[config.mk]
export PLATFORM = sky130hd
export DESIGN_NAME = sd_cmd_phys_flat
export DESIGN_NICKNAME = d
export VERILOG_FILES = /design/src/rtl/sd_cmd_phys_if.sv /design/src/rtl/sd_cmd_phys.sv /design/src/flat_wrapper.sv
export SDC_FILE = /design/constraint.sdc
export NUM_CORES = 1
export LEC_CHECK = 0
export ABC_AREA = 1
export CORE_AREA = 10 10 191 193
export CTS_CLUSTER_SIZE = 14
export DETAILED_ROUTE_END_ITERATION = 12
export DIE_AREA = 0 0 201 203
export PLACE_DENSITY = 0.89
export SETUP_SLACK_MARGIN = 0.02
export SYNTH_ARGS = -nofsm -noshare
export SYNTH_HDL_FRONTEND = slang
export SYNTH_SLANG_ARGS = --single-unit
[constraint.sdc]
create_clock -name clock -period 7.6 [get_ports clock]
set_clock_uncertainty 0.05 [all_clocks]
set_input_delay 1.52 -clock clock [delete_from_list [all_inputs] [get_ports clock]]
set_output_delay 1.52 -clock clock [all_outputs]
set_load 0.02 [all_outputs]
[src/rtl/sd_cmd_phys_if.sv]
// SD command PHY port bundle: host request/status side plus the CMD pin signals.
interface sd_cmd_phys_if;
  logic         start;
  logic [5:0]   cmd_index;
  logic [31:0]  cmd_argument;
  logic [1:0]   resp_type;
  logic         busy;
  logic         done;
  logic [127:0] response;
  logic         crc_err;
  logic         timeout_err;
  logic         end_err;
  logic         cmd_pin_in;
  logic         cmd_pin_out;
  logic         cmd_oe;
  logic         sd_clk_en;

  modport master (
    output start, cmd_index, cmd_argument, resp_type, cmd_pin_in,
    input  busy, done, response, crc_err, timeout_err, end_err,
           cmd_pin_out, cmd_oe, sd_clk_en
  );

  modport slave (
    input  start, cmd_index, cmd_argument, resp_type, cmd_pin_in,
    output busy, done, response, crc_err, timeout_err, end_err,
           cmd_pin_out, cmd_oe, sd_clk_en
  );
endinterface

[src/rtl/sd_cmd_phys.sv]
// SD CMD-line PHY: serialises a 48-bit command with CRC7 and captures the
// 48- or 136-bit response, reporting CRC, timeout and end-bit errors.
module sd_cmd_phys #(
  parameter int CLK_DIV      = 2,
  parameter int RESP_TIMEOUT = 64,
  parameter bit CRC_CHECK    = 1'b1
) (
  input  logic         clock,
  input  logic         reset,
  sd_cmd_phys_if.slave bus
);
  localparam int CW = $clog2(CLK_DIV);
  localparam int TW = $clog2(RESP_TIMEOUT + 1);

  typedef enum logic [2:0] {IDLE, SEND, WAIT_RESP, RECV, FINISH} state_t;
  state_t state_q, state_d;

  logic [CW-1:0]  div_q;
  logic [47:0]    tx_q;
  logic [7:0]     bit_cnt_q;
  logic [TW-1:0]  wait_q;
  logic [126:0]   rx_q;
  logic [1:0]     type_q;
  logic           oe_q, pin_q, busy_q, done_q;
  logic           crc_err_q, to_err_q, end_err_q;
  logic [127:0]   resp_q;

  logic           tick, is_long;
  logic           send_done, wait_start, wait_expire, recv_last;
  logic [39:0]    cmd_body;
  logic [47:0]    tx_load;
  logic [127:0]   rx_next;
  logic [119:0]   crc_data;
  logic [127:0]   rx_resp;
  logic           rx_crc_bad;

  // Serial CRC7 (x^7+x^3+1, init 0); leading zeros leave a zero state
  // untouched, so short fields are right-aligned into the 120-bit input.
  function automatic logic [6:0] crc7(input logic [119:0] d);
    logic [6:0] c;
    logic       fb;
    c = '0;
    for (int i = 119; i >= 0; i--) begin
      fb = d[i] ^ c[6];
      c  = {c[5:0], 1'b0} ^ (fb ? 7'h09 : 7'h00);
    end
    return c;
  endfunction

  assign tick     = (div_q == CW'(CLK_DIV - 1));
  assign is_long  = (type_q == 2'b10);
  assign cmd_body = {2'b01, bus.cmd_index, bus.cmd_argument};
  assign tx_load  = {cmd_body, crc7({80'b0, cmd_body}), 1'b1};
  assign rx_next  = {rx_q, bus.cmd_pin_in};

  assign send_done   = (state_q == SEND) && tick && (bit_cnt_q == 8'd48);
  assign wait_start  = (state_q == WAIT_RESP) && tick && !bus.cmd_pin_in;
  assign wait_expire = (state_q == WAIT_RESP) && tick && bus.cmd_pin_in &&
                       (wait_q == TW'(RESP_TIMEOUT - 1));
  assign recv_last   = (state_q == RECV) && tick && (bit_cnt_q == 8'd1);

  always_comb begin
    crc_data   = is_long ? rx_next[127:8] : {80'b0, rx_next[47:8]};
    rx_resp    = is_long ? {8'b0, rx_next[127:8]}
                         : {90'b0, rx_next[45:40], rx_next[39:8]};
    rx_crc_bad = CRC_CHECK && (type_q != 2'b11) && (crc7(crc_data) != rx_next[7:1]);
  end

  always_ff @(posedge clock) begin
    if (reset) state_q <= IDLE;
    else       state_q <= state_d;
  end

  always_comb begin
    state_d = state_q;
    unique case (state_q)
      IDLE:      if (bus.start) state_d = SEND;
      SEND:      if (send_done) state_d = (type_q == 2'b00) ? FINISH : WAIT_RESP;
      WAIT_RESP: if (wait_start) state_d = RECV;
                 else if (wait_expire) state_d = FINISH;
      RECV:      if (recv_last) state_d = FINISH;
      FINISH:    state_d = IDLE;
      default:   state_d = IDLE;
    endcase
  end

  always_ff @(posedge clock) begin
    if (reset) begin
      div_q     <= '0;
      tx_q      <= '0;
      bit_cnt_q <= '0;
      wait_q    <= '0;
      rx_q      <= '0;
      type_q    <= '0;
      oe_q      <= 1'b0;
      pin_q     <= 1'b1;
      busy_q    <= 1'b0;
      done_q    <= 1'b0;
      crc_err_q <= 1'b0;
      to_err_q  <= 1'b0;
      end_err_q <= 1'b0;
      resp_q    <= '0;
    end else begin
      div_q  <= tick ? '0 : div_q + CW'(1);
      done_q <= 1'b0;
      case (state_q)
        IDLE: if (bus.start) begin
          tx_q      <= tx_load;
          type_q    <= bus.resp_type;
          busy_q    <= 1'b1;
          bit_cnt_q <= '0;
          wait_q    <= '0;
          rx_q      <= '0;
          resp_q    <= '0;
          crc_err_q <= 1'b0;
          to_err_q  <= 1'b0;
          end_err_q <= 1'b0;
        end
        // First tick raises oe with the start bit; the tick after the end bit releases the line.
        SEND: if (tick) begin
          if (send_done) begin
            oe_q  <= 1'b0;
            pin_q <= 1'b1;
            if (type_q == 2'b00) begin
              done_q <= 1'b1;
              busy_q <= 1'b0;
            end
          end else begin
            oe_q      <= 1'b1;
            pin_q     <= tx_q[47];
            tx_q      <= {tx_q[46:0], 1'b0};
            bit_cnt_q <= bit_cnt_q + 8'd1;
          end
        end
        WAIT_RESP: if (tick) begin
          if (wait_start) begin
            bit_cnt_q <= is_long ? 8'd135 : 8'd47;
          end else if (wait_expire) begin
            to_err_q <= 1'b1;
            done_q   <= 1'b1;
            busy_q   <= 1'b0;
          end else begin
            wait_q <= wait_q + TW'(1);
          end
        end
        RECV: if (tick) begin
          rx_q      <= rx_next[126:0];
          bit_cnt_q <= bit_cnt_q - 8'd1;
          if (recv_last) begin
            resp_q    <= rx_resp;
            crc_err_q <= rx_crc_bad;
            end_err_q <= !bus.cmd_pin_in;
            done_q    <= 1'b1;
            busy_q    <= 1'b0;
          end
        end
        default: ;
      endcase
    end
  end

  assign bus.sd_clk_en   = tick;
  assign bus.cmd_oe      = oe_q;
  assign bus.cmd_pin_out = pin_q;
  assign bus.busy        = busy_q;
  assign bus.done        = done_q;
  assign bus.response    = resp_q;
  assign bus.crc_err     = crc_err_q;
  assign bus.timeout_err = to_err_q;
  assign bus.end_err     = end_err_q;
endmodule

[src/flat_wrapper.sv]
// flat-port wrapper written by rule: the top's interface ports become plain ports
module sd_cmd_phys_flat 
#(
  parameter int CLK_DIV      = 2,
  parameter int RESP_TIMEOUT = 64,
  parameter bit CRC_CHECK    = 1'b1
)
  (clock, reset, bus_start, bus_cmd_index, bus_cmd_argument, bus_resp_type, bus_cmd_pin_in, bus_busy, bus_done, bus_response, bus_crc_err, bus_timeout_err, bus_end_err, bus_cmd_pin_out, bus_cmd_oe, bus_sd_clk_en);
  sd_cmd_phys_if bus_i ();
  input  logic clock;
  input  logic reset;
  input wire logic [$bits(bus_i.start)-1:0] bus_start;
  input wire logic [$bits(bus_i.cmd_index)-1:0] bus_cmd_index;
  input wire logic [$bits(bus_i.cmd_argument)-1:0] bus_cmd_argument;
  input wire logic [$bits(bus_i.resp_type)-1:0] bus_resp_type;
  input wire logic [$bits(bus_i.cmd_pin_in)-1:0] bus_cmd_pin_in;
  output wire logic [$bits(bus_i.busy)-1:0] bus_busy;
  output wire logic [$bits(bus_i.done)-1:0] bus_done;
  output wire logic [$bits(bus_i.response)-1:0] bus_response;
  output wire logic [$bits(bus_i.crc_err)-1:0] bus_crc_err;
  output wire logic [$bits(bus_i.timeout_err)-1:0] bus_timeout_err;
  output wire logic [$bits(bus_i.end_err)-1:0] bus_end_err;
  output wire logic [$bits(bus_i.cmd_pin_out)-1:0] bus_cmd_pin_out;
  output wire logic [$bits(bus_i.cmd_oe)-1:0] bus_cmd_oe;
  output wire logic [$bits(bus_i.sd_clk_en)-1:0] bus_sd_clk_en;
  assign bus_i.start = bus_start;
  assign bus_i.cmd_index = bus_cmd_index;
  assign bus_i.cmd_argument = bus_cmd_argument;
  assign bus_i.resp_type = bus_resp_type;
  assign bus_i.cmd_pin_in = bus_cmd_pin_in;
  assign bus_busy = bus_i.busy;
  assign bus_done = bus_i.done;
  assign bus_response = bus_i.response;
  assign bus_crc_err = bus_i.crc_err;
  assign bus_timeout_err = bus_i.timeout_err;
  assign bus_end_err = bus_i.end_err;
  assign bus_cmd_pin_out = bus_i.cmd_pin_out;
  assign bus_cmd_oe = bus_i.cmd_oe;
  assign bus_sd_clk_en = bus_i.sd_clk_en;
  sd_cmd_phys #(.CLK_DIV(CLK_DIV), .RESP_TIMEOUT(RESP_TIMEOUT), .CRC_CHECK(CRC_CHECK)) u_core (.clock(clock), .reset(reset), .bus(bus_i));
endmodule
==> summary.md <==
| Metric | Value |
|---|---|
| Clock sinks | `approximately 320` |
| P&R area growth vs syn | `27.9%` |
| Global Route Usage Sum | `between 20% and 30%` |
| Final period utilization | `104%` |
| Core footprint | `roughly 32,000 um2` |
| Drt initial violations | `around 1.7k` |
| CP max FO | `5` |
| CTS Buf Count | `36` |
| Worst slew margin | `about a quarter` |
| Most frequent CP cell | `nand2_2` |
| GRT Residual Overflow | `0` |
| Root Buffer | `clkbuf_16` |
| RSZ-0062 raised after global routing | `yes` |
| Number of global-route vias before repair | `between 15k and 20k` |
| Longest Clk Path Bufs | `3` |
| H-Tree Depth | `2` |
| FF-to-FF setup slack | `-330 ps` |
| Type of the worst setup path | `reg2reg` |
| DR vias/cell | `just under 6` |
| Worst-skew pair later-pin latency | `530 ps` |
| Yosys reg bits | `between 300 and 400` |
| Post-Synthesis Cells | `2,870` |
| Worst slew pin tran | `1130 ps` |
| IO Port Bufs | `171` |
| Data arrival, critical path | `just over 8000 ps` |
| Pins over their slew limit | `0` |
| Routed Antenna Nets | `0` |
| Maximum clock rate | `~130 MHz` |
| Drt first pass iters | `6` |
| I/O pins | `180` |
| Worst min path class | `reg2reg` |
| Initial Util | `57.8%` |
| Required @ worst endpoint | `a little under 8000 ps` |
| Final Hold Slack | `slightly above 400 ps` |
| Post-place setup slack | `-195 ps` |
| Syn. warnings | `0` |
| Worst path bufs/invs | `9` |
| Row count | `66` |
| Max-Cap Viols | `0` |
| Fraction of layout cells with a size suffix above 1 | `about 22%` |
| Synthesized area | `approximately 19,000 um2` |
| Post-Route WL | `58,300 um` |
| Avg WL per Cell | `about 17 um` |
| Antenna violations before repair | `1` |
| Syn Area/Cell | `6.53 um2` |
| Crit path time final | `between 7000 and 8000 ps` |
| Violations in the final reports | `setup timing` |
| Synth unique cells | `45` |
| CTS tree | `done` |
| Largest stage delay, worst path | `between 400 and 500 ps` |
| Outcome | `complete, but fails checks` |
| Setup ws final | `-328 ps` |
| First-pass GRT wire length | `roughly 86,000 um` |
| Detailed Place HPWL | `36,600 um` |
| RePlAce Congestion | `roughly 0.92` |
| Die Wd | `~200 um` |
| Count of final hold-check violations | `0` |
| Die footprint | `40,800 um2` |
| Critical Path Source Type | `flip-flop` |
| Top Family by Delay on Critical Path | `simple AND/OR/NAND/NOR gates` |
| Worst setup EP type | `flip-flop` |
| Die Ht | `between 200 and 250 um` |
| Largest net degree at the start of global routing | `113` |
| Crit-path slowest cell | `dfxtp_4` |
| Via count | `between 20k and 25k` |
| Final setup viols | `1` |
| Dpl cell area | `about 21,000 um2` |
| Worst-path clk slew | `approximately 60 ps` |
| Drt drc | `0` |
| Register area share after synthesis | `34.5%` |
| Fillers | `2,342` |
| Fin area | `approximately 24,000 um2` |
| Nets | `3,024` |
==> cell type report <==
type / instances / area (um2) / share of cell area (%)
Antenna cell: 1 / 2.50 / 0.0104
Clock buffer: 53 / 1110 / 4.62
Clock inverter: 8 / 143 / 0.595
Inverter: 295 / 1140 / 4.75
Multi-Input combinational cell: 2105 / 12400 / 51.8
Sequential cell: 323 / 6480 / 27.0
Tap cell: 442 / 553 / 2.31
Timing Repair Buffer: 213 / 2130 / 8.90
Timing Repair inverter: 1 / 8.76 / 0.0365
==> registers in the layout (all words and copies together) (netlist names) <==
name and cells:
u_core.type_q 2, u_core.bit_cnt_q 8, u_core.state_q 3, u_core.bus.cmd_oe 1
u_core.bus.end_err 1, u_core.bus.response 120, u_core.bus.crc_err 1, u_core.bus.sd_clk_en 1
u_core.bus.cmd_pin_out 1, u_core.tx_q 48, u_core.rx_q 127, u_core.wait_q 7
u_core.bus.busy 1, u_core.bus.timeout_err 1, u_core.bus.done 1
==> repair_timing <==
| action | 4_1_cts | 5_1_grt |
|---|---|---|
| hold buffers | 0 | 0 |
| endpoints found under the hold margin | 0 | 0 |
| cloned | 0 | 4 |
| setup buffers | 0 | 22 |
| pin swaps | 0 | 186 |
| endpoints found under the setup margin | 1 | 1 |
| gates resized for setup | 15 | 463 |
==> layer usage <==
layer / wire [um] / global-route usage [%]
met1: 22900 / 29.5
met2: 28700 / 42.5
met3: 4240 / 4.16
met4: 2490 / 8.95
met5: 0 / 0
==> Yosys cell counts, drive strengths merged <==
library cell / n / area (um2)
nand3: 353 / 1920
a21o: 1 / 7.51
o21ai: 146 / 731
o22ai: 3 / 18.8
dfxtp: 323 / 6470
nor2: 217 / 853
o41ai: 1 / 8.76
a211oi: 72 / 541
o21bai: 1 / 7.51
o311ai: 1 / 8.76
nor3b: 2 / 15.0
nand2: 850 / 3610
o211ai: 3 / 22.5
o211a: 1 / 10.0
xor2: 43 / 377
a221oi: 1 / 8.76
inv: 292 / 1100
and3: 1 / 6.26
o221ai: 3 / 26.3
conb: 1 / 3.75
a21oi: 269 / 1350
clkinv: 3 / 11.3
ha: 5 / 62.6
xnor2: 38 / 333
or2: 1 / 6.26
nand4: 15 / 100
nor4: 2 / 12.5
buf: 31 / 219
clkbuf: 124 / 475
nor3: 7 / 35.0
nand3b: 19 / 143
a31oi: 41 / 257
==> through the flow <==
step | util [%] | TNS, ps | cells
final | 73.8 | -328 | 3441
after global routing | 73.8 | -799 | 3440
after CTS | 67.3 | 0 | 3414
after detailed placement | 63.3 | -195 | 3353
after global placement | 63.3 | 0 | 3353
after floorplan | - | 0 | 2877
==> worst min-delay path, delay by kind of cell (launching register included) <==
family	cells	cell delay (ps)
simple gates	1	60
compound gates	1	50
flops	1	310
==> path summary, 6_finish.rpt <==
path | startpoint | endpoint | cells past startpoint
max reg2reg | u_core.type_q[1] | u_core.bus.crc_err | 72
min | u_core.bus.response[42] | u_core.bus.response[42] | 2
min reg2reg | u_core.bus.response[42] | u_core.bus.response[42] | 2
max | u_core.type_q[1] | u_core.bus.crc_err | 72
==> layout by cell type, fill, tap and decap left out, types with 73 or more instances in the layout <==
cell	instances
nor2_1	199
a21oi_1	267
nand2_2	216
nand3_1	236
clkdlybuf4s50_1	170
nand2_4	117
nand3_2	73
dfxtp_1	319
nand2_1	513
o21ai_0	146
inv_1	225
==> kinds of logic after synthesis <==
group                      Yosys count  share of synthesized area [%]
AOI/OAI and AO/OA                  543                           16.0
xor gates and xnor gates            81                           3.79
adders and majority gates            5                          0.334
buffers and inverters              450                           9.63
DFF                                323                           34.5
other                                1                         0.0200
and+or+nand+nor                   1467                           35.8
Power is not shown: default switching activity piles up to over one toggle a cycle in this logic, so the estimate is an artifact.
